--- src/rtl/rx_frame_ctrl.sv ---
// Frame receiver control: hunts for HDR_BYTE, collects LEN (1..4) payload bytes and publishes good frames.
// Build option RX_FRAME_CHECKSUM_EN adds the trailing checksum byte (LEN + payload, mod 256) and its check.
module rx_frame_ctrl #(
   parameter int unsigned TIMEOUT_CYC = 500000,
   parameter logic [7:0]  HDR_BYTE    = 8'hAA
) (
   input  logic        CLOCK,
   input  logic        RST_n,
   input  logic        RX_Done_Sig,
   input  logic [7:0]  RX_Data,
   output logic        RX_En_Sig,
   output logic [31:0] Frame_Data,
   output logic [2:0]  Frame_Len,
   output logic        Frame_Valid,
   output logic        Frame_Err,
   output logic [7:0]  Number_Data,
   output logic [2:0]  dbg_state
);

   typedef enum logic [2:0] {
      IDLE     = 3'd0,
      WAIT_HDR = 3'd1,
      GET_LEN  = 3'd2,
      GET_DATA = 3'd3,
      GET_CSUM = 3'd4,
      DONE     = 3'd5
   } state_t;

   localparam int CNT_W = (TIMEOUT_CYC > 1) ? $clog2(TIMEOUT_CYC) : 1;
   localparam logic [CNT_W-1:0] CNT_MAX = CNT_W'(TIMEOUT_CYC - 1);

   state_t           state, state_nxt;
   logic             ack_d;
   logic             acc;
   logic             in_frame;
   logic             timeout;
   logic             last_byte;
   logic             load_frame;
   logic             err_set;
   logic             start_len;
   logic [1:0]       idx;
   logic [2:0]       len_q;
   logic [31:0]      pay_q, pay_nxt;
   logic [CNT_W-1:0] to_cnt;
`ifdef RX_FRAME_CHECKSUM_EN
   logic [7:0]       sum_q;
`endif

   // Handshake: a byte is taken on a clock edge where RX_Done_Sig and RX_En_Sig are both 1
   // and no Frame_Err pulse is showing; RX_En_Sig then drops for exactly the following cycle.
   assign in_frame  = (state == GET_LEN) || (state == GET_DATA) || (state == GET_CSUM);
   assign RX_En_Sig = (in_frame || (state == WAIT_HDR)) && !ack_d;
   assign acc       = RX_Done_Sig && RX_En_Sig && !Frame_Err;
   assign timeout   = in_frame && !acc && (to_cnt == CNT_MAX);
   assign last_byte = ({1'b0, idx} == (len_q - 3'd1));
   assign dbg_state = state;

   always_ff @(posedge CLOCK) begin
      if (!RST_n) state <= IDLE;
      else        state <= state_nxt;
   end

   always_comb begin
      state_nxt  = state;
      load_frame = 1'b0;
      err_set    = 1'b0;
      start_len  = 1'b0;
      pay_nxt    = pay_q;
      case (state)
         IDLE:     state_nxt = WAIT_HDR;
         WAIT_HDR: if (acc && (RX_Data == HDR_BYTE)) state_nxt = GET_LEN;
         GET_LEN: begin
            if (acc) begin
               if ((RX_Data != 8'd0) && (RX_Data <= 8'd4)) begin
                  start_len = 1'b1;
                  pay_nxt   = '0;
                  state_nxt = GET_DATA;
               end else begin
                  err_set   = 1'b1;
                  state_nxt = WAIT_HDR;
               end
            end
         end
         GET_DATA: begin
            if (acc) begin
               pay_nxt[{idx, 3'b000} +: 8] = RX_Data;
               if (last_byte) begin
`ifdef RX_FRAME_CHECKSUM_EN
                  state_nxt = GET_CSUM;
`else
                  load_frame = 1'b1;
                  state_nxt  = DONE;
`endif
               end
            end
         end
`ifdef RX_FRAME_CHECKSUM_EN
         GET_CSUM: begin
            if (acc) begin
               if (RX_Data == sum_q) begin
                  load_frame = 1'b1;
                  state_nxt  = DONE;
               end else begin
                  err_set   = 1'b1;
                  state_nxt = WAIT_HDR;
               end
            end
         end
`endif
         DONE:     state_nxt = WAIT_HDR;
         default:  state_nxt = IDLE;
      endcase
      // timeout is already qualified by !acc, so an arriving byte always wins the tie
      if (timeout) begin
         err_set   = 1'b1;
         state_nxt = WAIT_HDR;
      end
   end

   always_ff @(posedge CLOCK) begin
      if (!RST_n) begin
         ack_d       <= 1'b0;
         idx         <= 2'd0;
         len_q       <= 3'd0;
         pay_q       <= 32'd0;
         to_cnt      <= '0;
         Frame_Data  <= 32'd0;
         Frame_Len   <= 3'd0;
         Number_Data <= 8'd0;
         Frame_Valid <= 1'b0;
         Frame_Err   <= 1'b0;
      end else begin
         ack_d       <= acc;
         Frame_Valid <= load_frame;
         Frame_Err   <= err_set;
         pay_q       <= pay_nxt;
         if (start_len) begin
            len_q <= RX_Data[2:0];
            idx   <= 2'd0;
         end else if (acc && (state == GET_DATA)) begin
            idx <= idx + 2'd1;
         end
         if (acc || !in_frame)  to_cnt <= '0;
         else if (!timeout)     to_cnt <= to_cnt + 1'b1;
         // pay_nxt already holds the final payload byte when it completes the frame
         if (load_frame) begin
            Frame_Data  <= pay_nxt;
            Frame_Len   <= len_q;
            Number_Data <= pay_nxt[7:0];
         end
      end
   end

`ifdef RX_FRAME_CHECKSUM_EN
   // running checksum starts from the LEN byte itself
   always_ff @(posedge CLOCK) begin
      if (!RST_n)                          sum_q <= 8'd0;
      else if (start_len)                  sum_q <= RX_Data;
      else if (acc && (state == GET_DATA)) sum_q <= sum_q + RX_Data;
   end
`endif

endmodule
--- config.mk ---
export PLATFORM = sky130hd
export DESIGN_NAME = rx_frame_ctrl
export DESIGN_NICKNAME = d
export VERILOG_FILES = /design/src/rtl/rx_frame_ctrl.sv
export SDC_FILE = /design/constraint.sdc
export NUM_CORES = 1
export LEC_CHECK = 0
export BUFFER_PORTS_ARGS = -buffer_cell sky130_fd_sc_hd__buf_4
export CORE_MARGIN = 1.5
export CORE_UTILIZATION = 35
export DETAILED_ROUTE_END_ITERATION = 8
export HOLD_SLACK_MARGIN = 0.02
export PLACE_DENSITY = 0.59
export SYNTH_ARGS = -nofsm -noshare
export SYNTH_HDL_FRONTEND = slang
export SYNTH_SLANG_ARGS = --single-unit
--- constraint.sdc ---
create_clock -name CLOCK -period 2.7 [get_ports CLOCK]
set_input_delay 0.54 -clock CLOCK [delete_from_list [all_inputs] [get_ports CLOCK]]
set_output_delay 0.54 -clock CLOCK [all_outputs]
set_load 0.02 [all_outputs]
==> metrics.md, run 1 <==
| Metric | Value |
|---|---|
| Final setup violation count | `0` |
| Setup Fix Bufs, Post-CTS | `0` |
| Maximum clock insertion buffer count | `2` |
| Commonest non-fill, non-tap cells in the layout | `97 x dfxtp_1, 74 x buf_4, 68 x nand2_1` |
| Initial antenna violation count | `0` |
| CTS Sinks | `97` |
| MaxCap Viol Count | `0` |
| Hold buffer count at CTS | `0` |
| Worst R2R End | `Frame_Data[20]` |
| Min-Delay Startpoint | `pay_q[17]` |
| Vias in the first global route | `3398` |
| Gr ovfl total | `0` |
| CTS buffer count | `9` |
| Arr. time, crit path | `1.69 ns` |
| Predominant post-synthesis flop cell | `dfxtp_1` |
| GPL Wtd Cong | `0.850` |
| # IOs | `60` |
| Busiest grt layer | `met2` |
| Starting Density | `0.357` |
| Fraction of registers with async set/reset | `0` |
| Min-Delay Path Depth | `2` |
| IO Port Bufs | `59` |
| Unique masters post-synth | `57` |
| Die Y | `113 um` |
| Met2 GRT Util | `0.280` |
| # placed instances | `682` |
| Post-route cell area | `5060 um2` |
| RSZ-0062 raised after global routing | `false` |
| Post-Route WL | `10700 um` |
| Post-Syn Instances | `500` |
| Core Rows | `40` |
| CTS tree | `built` |
| Power density over cell area | `562 nW/um2` |
| YS warnings | `0` |
| Minimum clock period | `2.23 ns` |
| Number of synthesized register bits | `97` |
| Hold Path Sink | `pay_q[17]` |
| Worst slew pin tran | `0.628 ns` |
| Clock Skews | `0.00814 ns` |
| Static leakage | `1.88 nW` |
| Sequential area share after synthesis | `0.457` |
| Final nets | `564` |
| CTS H-tree lvls | `3` |
| Global-route wire length before repair | `17400 um` |
| DP HPWL | `7430 um` |
| DRT iter0 DRCs | `211` |
| Gr usage total | `0.172` |
| Hold Path Class | `flop to flop` |
| CP Class | `flop to primary output` |
| Combinational Power Share | `0.060` |
| Crit path launch type | `flop` |
| Clock share of power | `0.432` |
| Fin. Hold Viols | `0` |
| EDFF count, synth | `0` |
| Status | `complete, no violations` |
| Synth Cell Area | `4250 um2` |
| Slew HR | `0.580` |
| # diodes | `0` |
| Commonest non-fill, non-tap cell in the layout | `dfxtp_1` |
| DRC viols | `0` |
| Critical Path RT | `2.16 ns` |
| # resized after CTS | `0` |
| Post-DP Area | `4780 um2` |
| Die area | `12800 um2` |
| Vias | `3731` |
| CTS root buffer | `clkbuf_16` |
| Power Internal | `2.18 mW` |
| Net Sw Frac | `0.234` |
| R2r startpoint | `idx[0]` |
| Worst skew pair latency | `0.35 ns` |
| Critical path peak fanout | `20` |
| Largest net degree at the start of global routing | `45` |
| DRT Pass-1 Iters | `5` |
| Maximum vdd drop | `0.000375 V` |
| Fin cells | `698` |
| Die width | `113 um` |
| Vias per cell | `5.35` |
| Antenna-violating nets left | `0` |
| CORE AREA | `11900 um2` |
| Drt wl/cell | `15.4 um` |
| Clock slew at reported path FFs | `0.06 ns` |
| Layout area overhead | `19.2%` |
| Grt met3 use | `0.0520` |
| Syn nets | `518` |
| Met1 GRT Util | `0.224` |
| Setup TNS | `0 ns` |
| FF-to-FF setup slack | `0.50 ns` |
| Setup crit end kind | `primary output` |
| Synth Area per Inst | `8.50 um2` |
| NetSw | `0.666 mW` |
| Fmax | `449 MHz` |
| Fraction of layout cells with a size suffix above 1 | `0.180` |
| Flop pwr share | `0.508` |
| Tcrit/Tclk final | `0.825` |
| FF-to-FF path depth | `8` |
| Count of pins over their slew limit | `0` |
==> stage by stage <==
step	power [mW]	worst slack (ns)	hold WS, ns	utilization
floorplan	1.58	0.585	0.436	-
detailed placement	1.65	0.437	0.446	0.401
global placement	1.65	0.470	0.442	0.401
finish	2.84	0.474	0.455	0.425
global route	2.96	0.253	0.477	0.425
CTS	2.88	0.452	0.456	0.425
==> cell families after synthesis <==
| logic type | after synthesis | share of synthesized area |
|---|---|---|
| compound gates | 142 | 0.204 |
| xor+xnor | 16 | 0.0330 |
| fa+ha+maj | 7 | 0.0206 |
| buf+inv | 53 | 0.0613 |
| flops | 97 | 0.457 |
| mux | 7 | 0.0165 |
| simple gates | 178 | 0.208 |
==> layout make-up <==
cell class / count / area [um2]
Fill cell: 1175 / 6850
Multi-Input combinational cell: 350 / 2050
Sequential cell: 97 / 1940
Timing Repair Buffer: 74 / 556
Clock buffer: 13 / 260
Tap cell: 147 / 184
Inverter: 14 / 52.6
Clock inverter: 3 / 23.8
==> synthesized netlist by cell type (all sizes together) (6+ instances only) <==
master	instances	area (um2)
and3	9	56.3
a22oi	8	60.1
mux2i	7	70.1
nor2	36	135
xnor2	11	96.3
ha	7	87.6
or3	11	68.8
inv	14	52.6
dfxtp	97	1940
nor3	6	35.0
o21ai	50	254
nand3	15	75.1
clkbuf	20	75.1
a21oi	41	205
nand2	68	255
a31oi	20	125
buf	19	133
==> registers in the layout, indices dropped and copies added (netlist names) <==
signal / cells
idx: 2
pay_q: 32
len_q: 3
Frame_Valid: 1
Frame_Err: 1
Frame_Data: 32
ack_d: 1
to_cnt: 19
Frame_Len: 3
dbg_state: 3
==> power by group through the flow <==
stage,Combinational (mW),Sequential (mW),Clock (mW)
floorplan,0.104,1.48,0
global placement,0.170,1.48,0
detailed placement,0.170,1.48,0
CTS,0.171,1.44,1.27
global route,0.185,1.45,1.33
finish,0.171,1.45,1.23
==> routing by layer <==
metal,share of wire,up-vias
li1,-,1860
met1,0.47,1757
met2,0.46,107
met3,0.055,7
met4,0.0086,0
met5,0,-
==> worst max-delay path by stage <==
stage	from	cells past startpoint	end	slack (ns)
5_1_grt	idx[0]	8	Frame_Data[20]	0.25
6_report	dbg_state[0]	5	RX_En_Sig	0.47
3_3_place_gp	RX_Data[0]	6	pay_q[4]	0.47
3_5_place_dp	RX_Data[0]	6	pay_q[4]	0.44
4_1_cts	dbg_state[0]	5	RX_En_Sig	0.45
2_1_floorplan	RX_Data[0]	7	len_q[2]	0.59
==> worst max-delay path, stage by stage, from the launching register on <==
cell and delay (ns):
dfxtp_1 0.32, buf_4 0.24, nor2_1 0.09, xnor2_1 0.33, nor2b_1 0.21, buf_4 0.16
No activity file was read; power rests on OpenSTA's default activity.
==> run 2, diff against run 1 <==
- PLACE_DENSITY: 0.59 -> 0.61
- clock period: 2.7 -> 2 ns (I/O delays scaled with it)
==> run 2 against run 1 <==
  * Cell count up 4.2%
  * Via count up 2.7%
  * Register-to-register slack worse by 0.40 ns
  * Critical path type is now flop to flop
  * Critical endpoint is now Frame_Valid
  * Largest power group unchanged
==> metrics.md, run 2 (synthesized netlist as in run 1, its figures left out) <==
| Metric | Value |
|---|---|
| Die area | `12800 um2 (unchanged)` |
| NetSw | `0.890 mW (+34%)` |
| Global-route wire length before repair | `18100 um (+3.8%)` |
| Fin. Hold Viols | `0 (unchanged)` |
| Clock Skews | `0.00470 ns (-0.00344 ns)` |
| DRT iter0 DRCs | `273 (+29%)` |
| Commonest non-fill, non-tap cells in the layout | `103 x buf_4, 96 x dfxtp_1, 68 x nand2_1` |
| Worst R2R End | `Frame_Valid` |
| Arr. time, crit path | `2.13 ns (+0.44 ns)` |
| RSZ-0062 raised after global routing | `true` |
| Fraction of layout cells with a size suffix above 1 | `0.233 (+0.0531)` |
| Power Internal | `2.96 mW (+36%)` |
| Slew HR | `0.605 (+0.0252)` |
| Vias | `3832 (+2.7%)` |
| # diodes | `0 (unchanged)` |
| Largest regs | `Frame_Data: 32 flops, pay_q: 32 flops, to_cnt: 19 flops` |
| Crit. Startpoint | `to_cnt[16]` |
| Crit path launch type | `flop` |
| DRC viols | `0 (unchanged)` |
| Fin cells | `727 (+4.2%)` |
| CTS Sinks | `97 (unchanged)` |
| Critical Path RT | `2.23 ns (+0.07 ns)` |
| FF-to-FF setup slack | `0.1 ns (-0.40 ns)` |
| Final setup violation count | `0 (unchanged)` |
| Tcrit/Tclk final | `0.952` |
| Maximum vdd drop | `0.000554 V (+48%)` |
| FF-to-FF path depth | `4 (-4)` |
| CORE AREA | `11900 um2 (unchanged)` |
| Setup TNS | `0 ns (unchanged)` |
| Clock share of power | `0.422 (-0.010)` |
| Die Y | `113 um (unchanged)` |
| Net Sw Frac | `0.231 (-0.00274)` |
| Count of pins over their slew limit | `0 (unchanged)` |
| IO Port Bufs | `59 (unchanged)` |
| Setup crit end kind | `flop` |
| Combinational Power Share | `0.072 (+0.012)` |
| Minimum clock period | `1.90 ns` |
| Drt wl/cell | `15.6 um (+1.6%)` |
| Status | `complete, no violations` |
| Post-Route WL | `11400 um (+5.9%)` |
| Vias in the first global route | `3670 (+8.0%)` |
| R2r startpoint | `to_cnt[16]` |
| MaxCap Viol Count | `0 (unchanged)` |
| CTS root buffer | `clkbuf_16` |
| Clock slew at reported path FFs | `0.07 ns (about the same)` |
| DP HPWL | `8040 um (+8.3%)` |
| Critical path peak fanout | `4 (-80%)` |
| Hold Path Class | `input pin to flop` |
| Starting Density | `0.357 (unchanged)` |
| CP Class | `flop to flop` |
| Fin util | `0.448 (+0.0231)` |
| Hold buffer count at CTS | `0 (unchanged)` |
| DRT Pass-1 Iters | `5 (unchanged)` |
| Antenna-violating nets left | `0 (unchanged)` |
| Initial antenna violation count | `0 (unchanged)` |
| Gr ovfl total | `0 (unchanged)` |
| Layout fillers | `1165 (-0.85%)` |
| Crit path largest cell delay | `0.63 ns (+0.30 ns)` |
| Largest net degree at the start of global routing | `39 (-13%)` |
| Min-Delay Path Depth | `3 (+1)` |
| Maximum clock insertion buffer count | `2 (unchanged)` |
| Fmax | `525 MHz` |
| Flop pwr share | `0.506 (-0.002)` |
| CP cell instances | `nand3_1 > or4b_1 > or3_1 > and3_1` |
| Commonest non-fill, non-tap cell in the layout | `buf_4` |
| Worst slew pin tran | `0.586 ns (-0.0416 ns)` |
| Hold Path Sink | `pay_q[4]` |
| GPL Wtd Cong | `0.874 (+2.8%)` |
| Worst slack, placed | `-0.122 ns (-0.559 ns)` |
| CTS H-tree lvls | `3 (unchanged)` |
| Setup WS post-layout | `0.0964 ns (-0.377 ns)` |
| Layout area overhead | `25.7%` |
| Final nets | `594 (+5.3%)` |
| Worst skew pair latency | `0.34 ns (about the same)` |
| CTS tree | `built` |
| Vias per cell | `5.27 (-1.4%)` |
| Static leakage | `2.06 nW (+9.9%)` |
| Power density over cell area | `721 nW/um2 (+28%)` |
| Gr usage total | `0.178 (+0.00583)` |
| Min-Delay Startpoint | `RX_Data[4]` |
| # IOs | `60 (unchanged)` |
| Slowest CP cell | `or4b_1` |
| CTS buffer count | `9 (unchanged)` |
| Die width | `113 um (unchanged)` |
| # placed instances | `711 (+4.3%)` |
| Core Rows | `40 (unchanged)` |
-- run 2: how the worst max path moves through the flow --
stage	to	slack (ns)	cells after the start
after floorplan	len_q[2]	0.03	7
after global routing	Frame_Data[10]	0.0002	5
final	Frame_Valid	0.1	4
after global placement	Frame_Data[10]	-0.06	6
after CTS	Frame_Data[20]	0.01	8
after detailed placement	pay_q[3]	-0.12	6
-- run 2: layout make-up --
cell class,instances,area [um2],share of cell area
Clock buffer,11,253,0.0473
Clock inverter,4,27.5,0.00516
Inverter,14,52.6,0.00984
Sequential cell,97,1940,0.364
Timing Repair Buffer,104,793,0.149
Tap cell,147,184,0.0345
Multi-Input combinational cell,350,2090,0.391
-- run 2: power groups by stage --
stage / logic (mW) / clock network (mW) / registers (mW)
after detailed placement: 0.267 / 0 / 1.99
after CTS: 0.271 / 1.67 / 1.95
after global routing: 0.301 / 1.73 / 1.95
after global placement: 0.265 / 0 / 1.99
after floorplan: 0.142 / 0 / 2.00
final: 0.279 / 1.62 / 1.95
-- run 2: metrics by stage --
stage	instance area, um2	power [mW]	hold slack, ns
CTS	5310	3.89	0.444
detailed placement	5010	2.26	0.451
global placement	5010	2.25	0.442
global route	5340	3.98	0.451
finish	5340	3.85	0.440
floorplan	4250	2.14	0.436
-- run 2: worst max-delay path, delay by kind of cell (launching register included) --
| family | cells | cell delay, ns |
|---|---|---|
| simple gates | 4 | 1.42 |
| flops | 1 | 0.37 |
-- run 2: timing repair --
action	4_1_cts	5_1_grt
resized for setup	2	4
setup endpoints to repair	4	8
pin swaps	0	1
setup buffers	0	1
-- run 2: per-layer routing --
layer	global-route usage	routed length [um]
met3	0.0370	526
met1	0.231	5350
met4	0.0542	141
met2	0.298	5330
met5	0	0
==> run 3, diff against run 2 <==
- CELL_PAD_IN_SITES_DETAIL_PLACEMENT: default -> 0
- CELL_PAD_IN_SITES_GLOBAL_PLACEMENT: default -> 1
- PLACE_DENSITY: 0.61 -> 0.76
==> run 3 against run 2 <==
  * First-iteration DRC count up 2.9%
  * Register-to-register slack about the same
  * Largest power group unchanged
  * Via count up 0.57%
  * Routed wire length up 0.41%
  * Global-route usage up 0.34 points
  * Sequential share of layout area up 0.094 points
  * Non-clock buffer count down 5
  * Count of clock-buffer cells in the layout down 1
  * Sequential power about the same
  * Largest cell class unchanged
  * Cell count down 0.55%
==> metrics.md, run 3 (synthesized netlist as in run 1, its figures left out) <==
| Metric | Value |
|---|---|
| Critical Path RT | `2.27 ns (+0.04 ns)` |
| Arr. time, crit path | `2.18 ns (+0.05 ns)` |
| # resized after CTS | `1 (-1)` |
| # diodes | `0 (unchanged)` |
| Setup TNS | `0 ns (unchanged)` |
| Fmax | `525 MHz (about the same)` |
| CP Class | `flop to flop` |
| Die Y | `113 um (unchanged)` |
| FF-to-FF path depth | `5 (+1)` |
| Core Rows | `40 (unchanged)` |
| R2r startpoint | `to_cnt[15]` |
| Clock slew at reported path FFs | `0.07 ns (about the same)` |
| Flop pwr share | `0.480 (-0.026)` |
| Final nets | `589 (-0.84%)` |
| CTS Sinks | `97 (unchanged)` |
| Critical path peak fanout | `7 (+3)` |
| Net Sw Frac | `0.226 (-0.00539)` |
| Initial antenna violation count | `0 (unchanged)` |
| MaxCap Viol Count | `0 (unchanged)` |
| Vias in the first global route | `3648 (-0.60%)` |
| CTS tree | `built` |
| Drt wl/cell | `15.8 um (+0.96%)` |
| Final setup violation count | `0 (unchanged)` |
| Status | `complete, no violations` |
| Fin. Hold Viols | `0 (unchanged)` |
| # IOs | `60 (unchanged)` |
| Vias | `3854 (+0.57%)` |
| RSZ-0062 raised after global routing | `false` |
| Global-route wire length before repair | `18200 um (+0.61%)` |
| Setup Fix Bufs, Post-CTS | `0 (unchanged)` |
| Largest regs | `Frame_Data: 32 flops, pay_q: 32 flops, to_cnt: 19 flops` |
| Antenna-violating nets left | `0 (unchanged)` |
| CTS H-tree lvls | `3 (unchanged)` |
| Crit. Startpoint | `to_cnt[15]` |
| Commonest non-fill, non-tap cell in the layout | `buf_4` |
| Fraction of layout cells with a size suffix above 1 | `0.227 (-0.00533)` |
| Die area | `12800 um2 (unchanged)` |
| GPL Wtd Cong | `0.837 (-4.2%)` |
| IO Port Bufs | `59 (unchanged)` |
| Commonest non-fill, non-tap cells in the layout | `98 x buf_4, 96 x dfxtp_1, 68 x nand2_1` |
| CTS buffer count | `9 (unchanged)` |
| Layout area overhead | `25.4%` |
| Min-Delay Startpoint | `RX_Data[4]` |
| Maximum vdd drop | `0.000441 V (-20%)` |
| Hold Path Class | `input pin to flop` |
| Count of pins over their slew limit | `0 (unchanged)` |
| Crit path launch type | `flop` |
| Vias per cell | `5.33 (+1.1%)` |
| CORE AREA | `11900 um2 (unchanged)` |
| Largest net degree at the start of global routing | `37 (-5.1%)` |
| Combinational Power Share | `0.065 (-0.007)` |
| Power density over cell area | `763 nW/um2 (+5.8%)` |
| DRT Pass-1 Iters | `5 (unchanged)` |
| Slew HR | `0.711 (+0.106)` |
| Worst skew pair latency | `0.35 ns (about the same)` |
| Clock Skews | `0.00830 ns (+0.00360 ns)` |
| Setup crit end kind | `flop` |
| Post-Route WL | `11400 um (+0.41%)` |
| Min-Delay Path Depth | `3 (unchanged)` |
| Tcrit/Tclk final | `0.952 (about the same)` |
| Static leakage | `2.03 nW (-1.5%)` |
| NetSw | `0.918 mW (+3.1%)` |
| Power Internal | `3.15 mW (+6.3%)` |
| DP HPWL | `7950 um (-1.1%)` |
| DRC viols | `0 (unchanged)` |
| Clock share of power | `0.455 (+0.033)` |
| Fin util | `0.447 (-0.00116)` |
| Maximum clock insertion buffer count | `2 (unchanged)` |
| Die width | `113 um (unchanged)` |
| CTS root buffer | `clkbuf_16` |
| Minimum clock period | `1.90 ns (+0.000151 ns)` |
| Worst slew pin tran | `0.434 ns (-0.152 ns)` |
| Hold buffer count at CTS | `0 (unchanged)` |
| Gr usage total | `0.181 (+0.00342)` |
| Gr ovfl total | `0 (unchanged)` |
| Starting Density | `0.357 (unchanged)` |
| DRT iter0 DRCs | `281 (+2.9%)` |
-- run 3: cell types whose count changed in the layout (fill, tap and decap cells not counted), sizes merged --
cell / before / now
bufinv: 0 / 2
clkbuf: 11 / 10
clkinv: 3 / 2
buf: 104 / 99
clkinvlp: 0 / 1
-- run 3: final cells by class --
| type | count | area (um2) |
|---|---|---|
| clock buffer | 10 | 229 |
| clock inverter | 6 | 90.1 |
| fill | 1180 | 6590 |
| inverter | 14 | 52.6 |
| multi-input combinational | 350 | 2070 |
| sequential | 97 | 1940 |
| tap | 147 | 184 |
| timing repair buffer | 99 | 756 |
-- run 3: metrics by stage --
step                      total power [mW]  hold WS, ns  setup slack (ns)  instances  cell area, um2
after detailed placement              2.25        0.448            -0.121        707            4980
final                                 4.06        0.414            0.0963        723            5330
after global placement                2.25        0.441           -0.0696        707            4980
after global routing                  4.23        0.409            0.0123        723            5330
after floorplan                       2.14        0.436            0.0254        500            4250
after CTS                             4.12        0.400            0.0539        723            5310
-- run 3: power by group through the flow --
stage | Sequential, mW | Combinational [mW] | Clock (mW)
floorplan | 2.00 | 0.142 | 0
global placement | 1.99 | 0.258 | 0
detailed placement | 1.99 | 0.258 | 0
CTS | 1.95 | 0.262 | 1.91
global route | 1.95 | 0.285 | 2.00
finish | 1.95 | 0.265 | 1.85
-- run 3: path summary, 6_finish.rpt --
check                           slack [ns]   endpoint
worst max register to register         0.1  to_cnt[3]
worst min register to register        0.45   pay_q[5]
worst max-delay path                   0.1  to_cnt[3]
worst min-delay path                  0.41   pay_q[4]
-- run 3: critical path: stages (launching register included) --
cell and delay [ns]:
dfxtp_1 0.39, nand3_1 0.13, or4b_1 0.61, nor3_2 0.37, o21ai_0 0.17, a21oi_1 0.16
-- run 3: per-layer routing --
layer | global-route usage | vias to the layer above | part of all wire
li1 | - | 1905 | -
met4 | 0.0708 | 0 | 0.016
met2 | 0.305 | 98 | 0.49
met5 | 0 | - | 0
met3 | 0.0348 | 16 | 0.042
met1 | 0.229 | 1835 | 0.45
